<file path="config.mk">
export PLATFORM = sky130hd
export DESIGN_NAME = float_div_fixup_flat
export DESIGN_NICKNAME = d
export VERILOG_FILES = /design/src/rtl/float_pkg.sv /design/src/rtl/float_div_fixup_if.sv /design/src/rtl/float_classify.sv /design/src/rtl/float_div_fixup.sv /design/src/flat_wrapper.sv
export SDC_FILE = /design/constraint.sdc
export NUM_CORES = 1
export LEC_CHECK = 0
export CORE_MARGIN = 1
export CORE_UTILIZATION = 48
export CTS_BUF_LIST = sky130_fd_sc_hd__clkbuf_4 sky130_fd_sc_hd__clkbuf_8
export DETAILED_ROUTE_END_ITERATION = 8
export GPL_TIMING_DRIVEN = 0
export PLACE_DENSITY = 0.83
export SLEW_MARGIN = 15
export SYNTH_ARGS = -nofsm -noshare
export SYNTH_HDL_FRONTEND = slang
export SYNTH_SLANG_ARGS = --single-unit
</file>
<file path="constraint.sdc">
create_clock -name clk -period 3.45 [get_ports clk]
set_input_delay 0.345 -clock clk [delete_from_list [all_inputs] [get_ports clk]]
set_output_delay 0.345 -clock clk [all_outputs]
set_load 0.02 [all_outputs]
</file>
<file path="src/rtl/float_pkg.sv">
// Shared types and constants for the single-precision divider fixup stage.
package float_pkg;

  typedef enum logic [1:0] {
    ZERO = 2'd0,
    NORM = 2'd1,
    INF  = 2'd2,
    NAN  = 2'd3
  } fclass_t;

  localparam logic [31:0] QNAN     = 32'h7FC0_0000;
  localparam int          EXP_BIAS = 127;
  localparam int          EXP_MAX  = 255;

  // One alignment-pipeline entry: everything the output stage needs besides div_res.
  typedef struct packed {
    logic               valid;
    logic               sign;
    fclass_t            c1;
    fclass_t            c2;
    logic signed [9:0]  d;
    logic               lt;
  } pipe_t;

  // Denormals are flushed to zero, so any zero exponent classifies as ZERO.
  function automatic fclass_t classify(input logic [31:0] v);
    fclass_t c;
    if (v[30:23] == 8'h00)      c = ZERO;
    else if (v[30:23] == 8'hFF) c = (v[22:0] == '0) ? INF : NAN;
    else                        c = NORM;
    return c;
  endfunction

endpackage

</file>
<file path="src/rtl/float_div_fixup_if.sv">
// Operand/result bundle between the divider front end and the fixup stage.
// Optional sticky_flags signal present when FLOAT_DIV_FIXUP_STICKY_EN is defined.
interface float_div_fixup_if;
  logic        in_valid;
  logic [31:0] v1;
  logic [31:0] v2;
  logic [31:0] div_res;
  logic        clr_sticky;
  logic        out_valid;
  logic [31:0] res;
  logic        flag_invalid;
  logic        flag_divzero;
  logic        flag_overflow;
  logic        flag_underflow;
`ifdef FLOAT_DIV_FIXUP_STICKY_EN
  logic [3:0]  sticky_flags;
`endif

  modport master (
    output in_valid, v1, v2, div_res, clr_sticky,
    input  out_valid, res, flag_invalid, flag_divzero, flag_overflow, flag_underflow
`ifdef FLOAT_DIV_FIXUP_STICKY_EN
    , input sticky_flags
`endif
  );

  modport slave (
    input  in_valid, v1, v2, div_res, clr_sticky,
    output out_valid, res, flag_invalid, flag_divzero, flag_overflow, flag_underflow
`ifdef FLOAT_DIV_FIXUP_STICKY_EN
    , output sticky_flags
`endif
  );
endinterface

</file>
<file path="src/rtl/float_classify.sv">
// Combinational IEEE-754 single operand classifier (ZERO/NORM/INF/NAN, FTZ).
module float_classify
  import float_pkg::*;
(
  input  logic [31:0] v,
  output fclass_t     cls
);
  logic unused_sign;
  assign unused_sign = v[31];

  always_comb cls = classify(v);
endmodule

</file>
<file path="src/rtl/float_div_fixup.sv">
// Fixup stage aligned to the pipelined divider: special values, range, FTZ, flags.
// Optional sticky flag accumulator enabled by FLOAT_DIV_FIXUP_STICKY_EN.
module float_div_fixup
  import float_pkg::*;
#(
  parameter int unsigned DIV_LAT = 3
) (
  input  logic             clk,
  input  logic             rst,
  float_div_fixup_if.slave bus
);

  localparam logic signed [9:0] BIAS10 = 10'(EXP_BIAS);
  localparam logic signed [9:0] EMAX10 = 10'(EXP_MAX);

  fclass_t c1, c2;
  float_classify u_cls1 (.v(bus.v1), .cls(c1));
  float_classify u_cls2 (.v(bus.v2), .cls(c2));

  pipe_t pipe_q [DIV_LAT];
  pipe_t pipe_d [DIV_LAT];
  pipe_t entry;
  pipe_t last;

  logic signed [9:0] e1, e2, b;
  logic        out_valid_q, out_valid_d;
  logic [31:0] res_q, res_d;
  logic [3:0]  flags_q, flags_d, raw_flags;

  logic unused_div_hi;
  assign unused_div_hi = &{1'b0, bus.div_res[31:23]};

  always_comb begin
    e1          = signed'({2'b00, bus.v1[30:23]});
    e2          = signed'({2'b00, bus.v2[30:23]});
    entry       = '0;
    entry.valid = bus.in_valid;
    entry.sign  = bus.v1[31] ^ bus.v2[31];
    entry.c1    = c1;
    entry.c2    = c2;
    entry.d     = e1 - e2 + BIAS10;
    entry.lt    = {1'b1, bus.v1[22:0]} < {1'b1, bus.v2[22:0]};
    pipe_d[0]   = entry;
    for (int unsigned i = 1; i < DIV_LAT; i++) pipe_d[i] = pipe_q[i-1];
  end

  // Flag vector order is {invalid, divzero, overflow, underflow}.
  always_comb begin
    last      = pipe_q[DIV_LAT-1];
    b         = last.d - 10'(last.lt);
    res_d     = '0;
    raw_flags = '0;
    if (last.c1 == NAN || last.c2 == NAN ||
        (last.c1 == ZERO && last.c2 == ZERO) ||
        (last.c1 == INF  && last.c2 == INF)) begin
      res_d        = QNAN;
      raw_flags[3] = 1'b1;
    end else if (last.c1 == NORM && last.c2 == ZERO) begin
      res_d        = {last.sign, 8'hFF, 23'd0};
      raw_flags[2] = 1'b1;
    end else if (last.c1 == INF) begin
      res_d = {last.sign, 8'hFF, 23'd0};
    end else if (last.c1 == ZERO || last.c2 == INF) begin
      res_d = {last.sign, 31'd0};
    end else if (b >= EMAX10) begin
      res_d        = {last.sign, 8'hFF, 23'd0};
      raw_flags[1] = 1'b1;
    end else if (b <= 10'sd0) begin
      res_d        = {last.sign, 31'd0};
      raw_flags[0] = 1'b1;
    end else begin
      res_d = {last.sign, b[7:0], bus.div_res[22:0]};
    end
    out_valid_d = last.valid;
    flags_d     = last.valid ? raw_flags : '0;
  end

  always_ff @(posedge clk) begin
    if (rst) begin
      for (int unsigned i = 0; i < DIV_LAT; i++) pipe_q[i] <= '0;
      out_valid_q <= 1'b0;
      res_q       <= '0;
      flags_q     <= '0;
    end else begin
      for (int unsigned i = 0; i < DIV_LAT; i++) pipe_q[i] <= pipe_d[i];
      out_valid_q <= out_valid_d;
      res_q       <= res_d;
      flags_q     <= flags_d;
    end
  end

  assign bus.out_valid      = out_valid_q;
  assign bus.res            = res_q;
  assign bus.flag_invalid   = flags_q[3];
  assign bus.flag_divzero   = flags_q[2];
  assign bus.flag_overflow  = flags_q[1];
  assign bus.flag_underflow = flags_q[0];

`ifdef FLOAT_DIV_FIXUP_STICKY_EN
  logic [3:0] sticky_q, sticky_d;

  // Accumulates on the same edge the flags register loads, so a clear
  // coinciding with a new flag keeps only that flag.
  always_comb sticky_d = (bus.clr_sticky ? 4'b0000 : sticky_q) | flags_d;

  always_ff @(posedge clk) begin
    if (rst) sticky_q <= '0;
    else     sticky_q <= sticky_d;
  end

  assign bus.sticky_flags = sticky_q;
`else
  logic unused_clr;
  assign unused_clr = bus.clr_sticky;
`endif

endmodule

</file>
<file path="src/flat_wrapper.sv">
// flat-port wrapper written by rule: the top's interface ports become plain ports
module float_div_fixup_flat import float_pkg::*;
#(
  parameter int unsigned DIV_LAT = 3
)
  (clk, rst, bus_in_valid, bus_v1, bus_v2, bus_div_res, bus_clr_sticky, bus_out_valid, bus_res, bus_flag_invalid, bus_flag_divzero, bus_flag_overflow, bus_flag_underflow);
  float_div_fixup_if bus_i ();
  input  logic clk;
  input  logic rst;
  input wire logic [$bits(bus_i.in_valid)-1:0] bus_in_valid;
  input wire logic [$bits(bus_i.v1)-1:0] bus_v1;
  input wire logic [$bits(bus_i.v2)-1:0] bus_v2;
  input wire logic [$bits(bus_i.div_res)-1:0] bus_div_res;
  input wire logic [$bits(bus_i.clr_sticky)-1:0] bus_clr_sticky;
  output wire logic [$bits(bus_i.out_valid)-1:0] bus_out_valid;
  output wire logic [$bits(bus_i.res)-1:0] bus_res;
  output wire logic [$bits(bus_i.flag_invalid)-1:0] bus_flag_invalid;
  output wire logic [$bits(bus_i.flag_divzero)-1:0] bus_flag_divzero;
  output wire logic [$bits(bus_i.flag_overflow)-1:0] bus_flag_overflow;
  output wire logic [$bits(bus_i.flag_underflow)-1:0] bus_flag_underflow;
  assign bus_i.in_valid = bus_in_valid;
  assign bus_i.v1 = bus_v1;
  assign bus_i.v2 = bus_v2;
  assign bus_i.div_res = bus_div_res;
  assign bus_i.clr_sticky = bus_clr_sticky;
  assign bus_out_valid = bus_i.out_valid;
  assign bus_res = bus_i.res;
  assign bus_flag_invalid = bus_i.flag_invalid;
  assign bus_flag_divzero = bus_i.flag_divzero;
  assign bus_flag_overflow = bus_i.flag_overflow;
  assign bus_flag_underflow = bus_i.flag_underflow;
  float_div_fixup #(.DIV_LAT(DIV_LAT)) u_core (.clk(clk), .rst(rst), .bus(bus_i));
endmodule
</file>
==> flow_summary.toml, run 1 <==
[global_routing]
grt_overflow = 0
grt_usage_pct = 20.3
grt_pass1_vias = 3475
grt_max_degree = 16
antenna_found_initial = 0
grt_pass1_wl_um = 14600

[final_layout]
layout-drive-gt1-share_pct = 5.22
nNetsFinal = 723
antenna_cells = 0
fin_util_pct = 69.5
area_growth_pct = 37.8

[power]
leakage_uw = 0.00236
swShare_pct = 26.2
powerDensity_nw_per_um2 = 387
pwr-share-comb_pct = 20.0
clockPowerShare_pct = 31.6
switching_power_uw = 587
p_total_uw = 2240
cellInternalPower_uw = 1660
ir_drop_mv = 0.280
pwr-share-seq_pct = 48.4

[floorplan]
chipHeight_um = 95.6
core_um2 = 8340
num_rows = 33
dieArea_um2 = 9150
start_util_pct = 50.5
fp.dieW_um = 95.6
io-pin-count = 137

[timing]
tns_ps = 0
fmax_ghz = 0.336
slew_violations = 0
setup_viol = 0
max_slew.worst_pin.slew_ps = 693
period_share_pct = 86.3
finalCriticalPeriod_ps = 2980
finClkSkew_ps = 7.41
relSlewSlack_pct = 53.2
hold_viol_final = 0
rsz0062_at_grt = "no"

[logic_synthesis]
async_reset_ff_share_pct = 0
synth_cell_types = 55
synthFlopType = "dfxtp_1"
syn_inst = 452
synth_top_area_share_pct = 41.9
yosysMostFrequentCell = "dfxtp_1"
syn_area_per_cell_um2 = 9.31
synth-edff-count = 0
yosys.area.top_type = "dfxtp_1"
synthTopCellsByCount = "dfxtp_1 (88), nor2b_1 (44), inv_1 (39), ha_1 (33), and2_1 (26)"
synth.net_count = 586
synth_area_leaders = "dfxtp_1 (42%), ha_1 (9.8%), nor2b_1 (6.5%)"
ys_ff_latch = 88
synth_warnings = 0
syn-cell-area_um2 = 4210
ys_seq_area_share_pct = 41.9

[critical_path]
cp_data_required_time_ps = 3700
cpPeakStageDelay_ps = 560
crit_slowest_cell = "nor4_1"
startpoint_type = "input pin"
end_kind = "flop"
cp.arrival_ps = 3230
critical_path.top_delay_family = "compound AO/OA/AOI/OAI gates"
critical_path_buf_inv_count = 2
critPathMaxFanout = 4
path_cells = "clkdlybuf4s50_1 -> ha_1 -> inv_1 -> fa_1 -> a211o_1 -> o21ai_0 -> xnor2_1 -> nor4_1 -> a2111oi_0 -> a311o_1"
critical_path_class = "in2reg"

[clock_network]
cts_tree = "done"
clkLatencyLatePin_ps = 350
clk_pin_slew_ps = 90
cts_buffer_depth = 2
root_buffer = "clkbuf_8"
cts_resized = 0
cts_buffers = 9
post_cts_buffers = 0
cts_max_level = 3
cts_sinks = 88
cts_hold_buf = 0

[routing]
drt-initial-drc-count = 89
routed_via_density = 5.23
vias = 3655
drt-wirelength-per-cell_um = 12.8
antenna_left = 0
drcViolationCount = 0
drt_first_pass_iters = 4
routed_wl_um = 8930

[placed_design]
portBuffers = 126
place_hpwl_um = 7360
gp_congestion = 0.842

[run_status]
status = "finished, final reports clean"

[run]
drv_cap = 0

[worst_hold_path]
hp-class = "reg2reg"
==> registers in the layout, indices dropped and copies added (netlist names) <==
| register | cells |
|---|---|
| u_core.pipe_q | 51 |
| u_core.flags_q | 4 |
| u_core.bus.res | 32 |
| u_core.bus.out_valid | 1 |
==> routing by layer <==
layer	track usage [%]	up-vias	part of all wire, %
met3	4.55	18	7.4
met1	21.4	1638	41
met2	38.2	137	50
met4	8.83	0	2.0
met5	0	-	0
li1	-	1862	-
==> power groups by stage <==
stage / combinational, uW / clock (uW) / sequential [uW]
after floorplan: 247 / 0 / 1120
after global placement: 434 / 0 / 1110
after detailed placement: 447 / 0 / 1110
after CTS: 450 / 721 / 1090
after global routing: 499 / 764 / 1090
final: 449 / 709 / 1090
==> kinds of logic after synthesis <==
logic type | Yosys count | share of synthesized area (%)
compound gates | 79 | 13.7
xor+xnor | 14 | 2.91
fa+ha+maj | 34 | 10.3
buf+inv | 51 | 5.26
flops | 88 | 41.9
simple gates | 186 | 26.0
==> stage by stage <==
| step | instances | hold WS [ps] | cell area, um2 | setup WS, ps |
|---|---|---|---|---|
| 4_1_cts | 699 | 441 | 5800 | 490 |
| 6_report | 699 | 439 | 5800 | 473 |
| 2_1_floorplan | 452 | 414 | 4210 | 881 |
| 5_1_grt | 699 | 458 | 5800 | 275 |
| 3_5_place_dp | 683 | 420 | 5600 | 110 |
| 3_3_place_gp | 683 | 416 | 5600 | 144 |
==> layout by cell type (no fill, tap or decap), drive strengths merged, types with 12 or more instances in the layout <==
| cell | count |
|---|---|
| dfxtp | 88 |
| clkbuf | 18 |
| inv | 41 |
| clkdlybuf4s50 | 126 |
| nor2b | 44 |
| and2 | 26 |
| a21oi | 15 |
| o21ai | 21 |
| xnor2 | 12 |
| nor2 | 23 |
| nand2 | 12 |
| nor4 | 20 |
| ha | 33 |
==> layout make-up <==
cell class / instances / area [um2]
fillers: 665 / 2540
multi-input cells: 313 / 2220
flip-flops and latches: 88 / 1760
repair buffers: 126 / 1260
inverters: 39 / 146
clock buffers: 10 / 131
well taps: 105 / 131
plain buffers: 12 / 75.1
clock inverters: 6 / 67.6
==> final timing paths <==
kind	slack, ps	start	end	cells past startpoint
worst max-delay path	470	bus_v2[23]	u_core.pipe_q[0][9]$_SDFF_PP0_	10
worst max register to register	630	u_core.pipe_q[0][35]$_SDFF_PP0_	u_core.bus.res[12]$_SDFF_PP0_	10
worst min-delay path	440	u_core.pipe_q[0][33]$_SDFF_PP0_	u_core.pipe_q[0][50]$_SDFF_PP0_	1
worst min register to register	440	u_core.pipe_q[0][33]$_SDFF_PP0_	u_core.pipe_q[0][50]$_SDFF_PP0_	1
Power figures use the tool's default switching activity.
==> run 2: changes to the inputs <==
Settings changed: SLEW_MARGIN 15 to not set.
==> results of run 2 <==
Same layout as run 1: the final DEF is identical, and so are final timing and power.
==> run 3: changes to the inputs <==
Settings changed: CORE_UTILIZATION 48 to 40, PLACE_DENSITY 0.83 to 0.71.
Clock period 3.45 ns to 3.3 ns, I/O delays scaled along.
==> flow_summary.toml, run 3 (synthesis gave the netlist of run 1 again) <==
[run_status]
status = "finished, final reports clean"

[floorplan]
chipHeight_um = 105
start_util_pct = 40.9
num_rows = 37
dieArea_um2 = 10900
fp.dieW_um = 105
io-pin-count = 137
core_um2 = 10300

[global_routing]
grt_usage_pct = 17.1
grt_max_degree = 19
grt_pass1_wl_um = 15200
grt_pass1_vias = 3518
antenna_found_initial = 0
grt_overflow = 0

[timing]
worst_slack_ps = 276
setup_viol = 0
finClkSkew_ps = 16.1
fmax_ghz = 0.331
slew_violations = 0
hold_viol_final = 0
relSlewSlack_pct = 46.6
rsz0062_at_grt = "no"
finalCriticalPeriod_ps = 3020
hold_ws_ps = 442
period_share_pct = 91.6
max_slew.worst_pin.slew_ps = 790

[critical_path]
end_kind = "flop"
cpPeakStageDelay_ps = 570
cp_data_required_time_ps = 3550
cp.arrival_ps = 3270
path_cells = "clkdlybuf4s50_1 -> ha_1 -> inv_1 -> fa_1 -> a211o_1 -> o21ai_0 -> xnor2_1 -> nor4_1 -> a2111oi_0 -> a311o_1"
cp-startpoint = "bus_v2[23]"
critical_path_class = "in2reg"
reg2reg_to = "u_core.bus.res[4]$_SDFF_PP0_"
critPathMaxFanout = 4
crit_end = "u_core.pipe_q[0][9]$_SDFF_PP0_"
startpoint_type = "input pin"
crit_slowest_cell = "nor4_1"
rrSetupSlack_ps = 500
r2r_start = "u_core.pipe_q[0][34]$_SDFF_PP0_"
r2r_cells = 9

[final_layout]
fillers = 950
mostFrequentLayoutCell = "clkdlybuf4s50_1"
nNetsFinal = 723
area_growth_pct = 38.7
fin_util_pct = 56.8
antenna_cells = 0
largest_register = "u_core.pipe_q"
largest_reg_flops = 51
layout-drive-gt1-share_pct = 5.22
final_cell_mix = "clkdlybuf4s50_1 (126), dfxtp_1 (88), nor2b_1 (44)"

[routing]
routed_wl_um = 8850
antenna_left = 0
drt-initial-drc-count = 127
routed_via_density = 4.92
drcViolationCount = 0
drt_first_pass_iters = 4
vias = 3595
drt-wirelength-per-cell_um = 12.1

[clock_network]
cts_max_level = 3
clkLatencyLatePin_ps = 350
post_cts_buffers = 0
cts_resized = 0
clk_pin_slew_ps = 90
cts_buffer_depth = 2
cts_sinks = 88
root_buffer = "clkbuf_8"
cts_buffers = 9
cts_tree = "done"
cts_hold_buf = 0

[placed_design]
place_hpwl_um = 7310
portBuffers = 126
place_ws_ps = -81.5
gp_congestion = 0.894

[worst_hold_path]
hp-class = "reg2reg"

[power]
leakage_uw = 0.00236
powerDensity_nw_per_um2 = 393
ir_drop_mv = 0.220
p_total_uw = 2290

[run]
drv_cap = 0
-- run 3: per-layer routing --
metal	wire, um	track usage [%]	up-vias
met5	0	0	-
met4	159	6.73	0
met3	488	3.74	14
met2	4270	30.9	113
met1	3930	19.3	1604
li1	-	-	1864
-- run 3: through the flow --
step / setup TNS (ps) / cells / area [um2]
floorplan: 0 / 452 / 4210
global placement: -18.8 / 714 / 5640
detailed placement: -81.5 / 714 / 5640
CTS: 0 / 730 / 5840
global route: 0 / 730 / 5840
finish: 0 / 730 / 5840
-- run 3: worst min-delay path by stage --
stage                                                from                              end  slack [ps]  depth (start not counted)
final                      u_core.pipe_q[0][7]$_SDFF_PP0_  u_core.pipe_q[0][24]$_SDFF_PP0_         440                          1
after global routing       u_core.pipe_q[0][3]$_SDFF_PP0_  u_core.pipe_q[0][20]$_SDFF_PP0_         460                          1
after CTS                 u_core.pipe_q[0][22]$_SDFF_PP0_  u_core.pipe_q[0][39]$_SDFF_PP0_         440                          1
after detailed placement  u_core.pipe_q[0][22]$_SDFF_PP0_  u_core.pipe_q[0][39]$_SDFF_PP0_         420                          1
after global placement     u_core.pipe_q[0][1]$_SDFF_PP0_  u_core.pipe_q[0][18]$_SDFF_PP0_         420                          1
after floorplan            u_core.pipe_q[0][0]$_SDFF_PP0_  u_core.pipe_q[0][17]$_SDFF_PP0_         410                          1
-- run 3: critical path, delay by kind of cell --
kind | cells | cell delay (ps)
AO/OA/AOI/OAI | 4 | 1020
XOR/XNOR | 1 | 160
adder cells (fa/ha/maj) | 2 | 620
buffers and inverters | 2 | 570
AND/OR/NAND/NOR | 1 | 570
-- run 3: final cells by class --
type / count / area (um2) / area share, %
Buffer: 12 / 75.1 / 1.29
Clock buffer: 9 / 124 / 2.12
Clock inverter: 7 / 72.6 / 1.24
Inverter: 39 / 146 / 2.51
Multi-Input combinational cell: 313 / 2220 / 38.1
Sequential cell: 88 / 1760 / 30.2
Tap cell: 136 / 170 / 2.92
Timing Repair Buffer: 126 / 1260 / 21.6
-- run 3: where the power goes --
| part | switching [uW] | internal (uW) |
|---|---|---|
| registers | 17.9 | 1120 |
| clock network | 395 | 295 |
| logic | 216 | 253 |
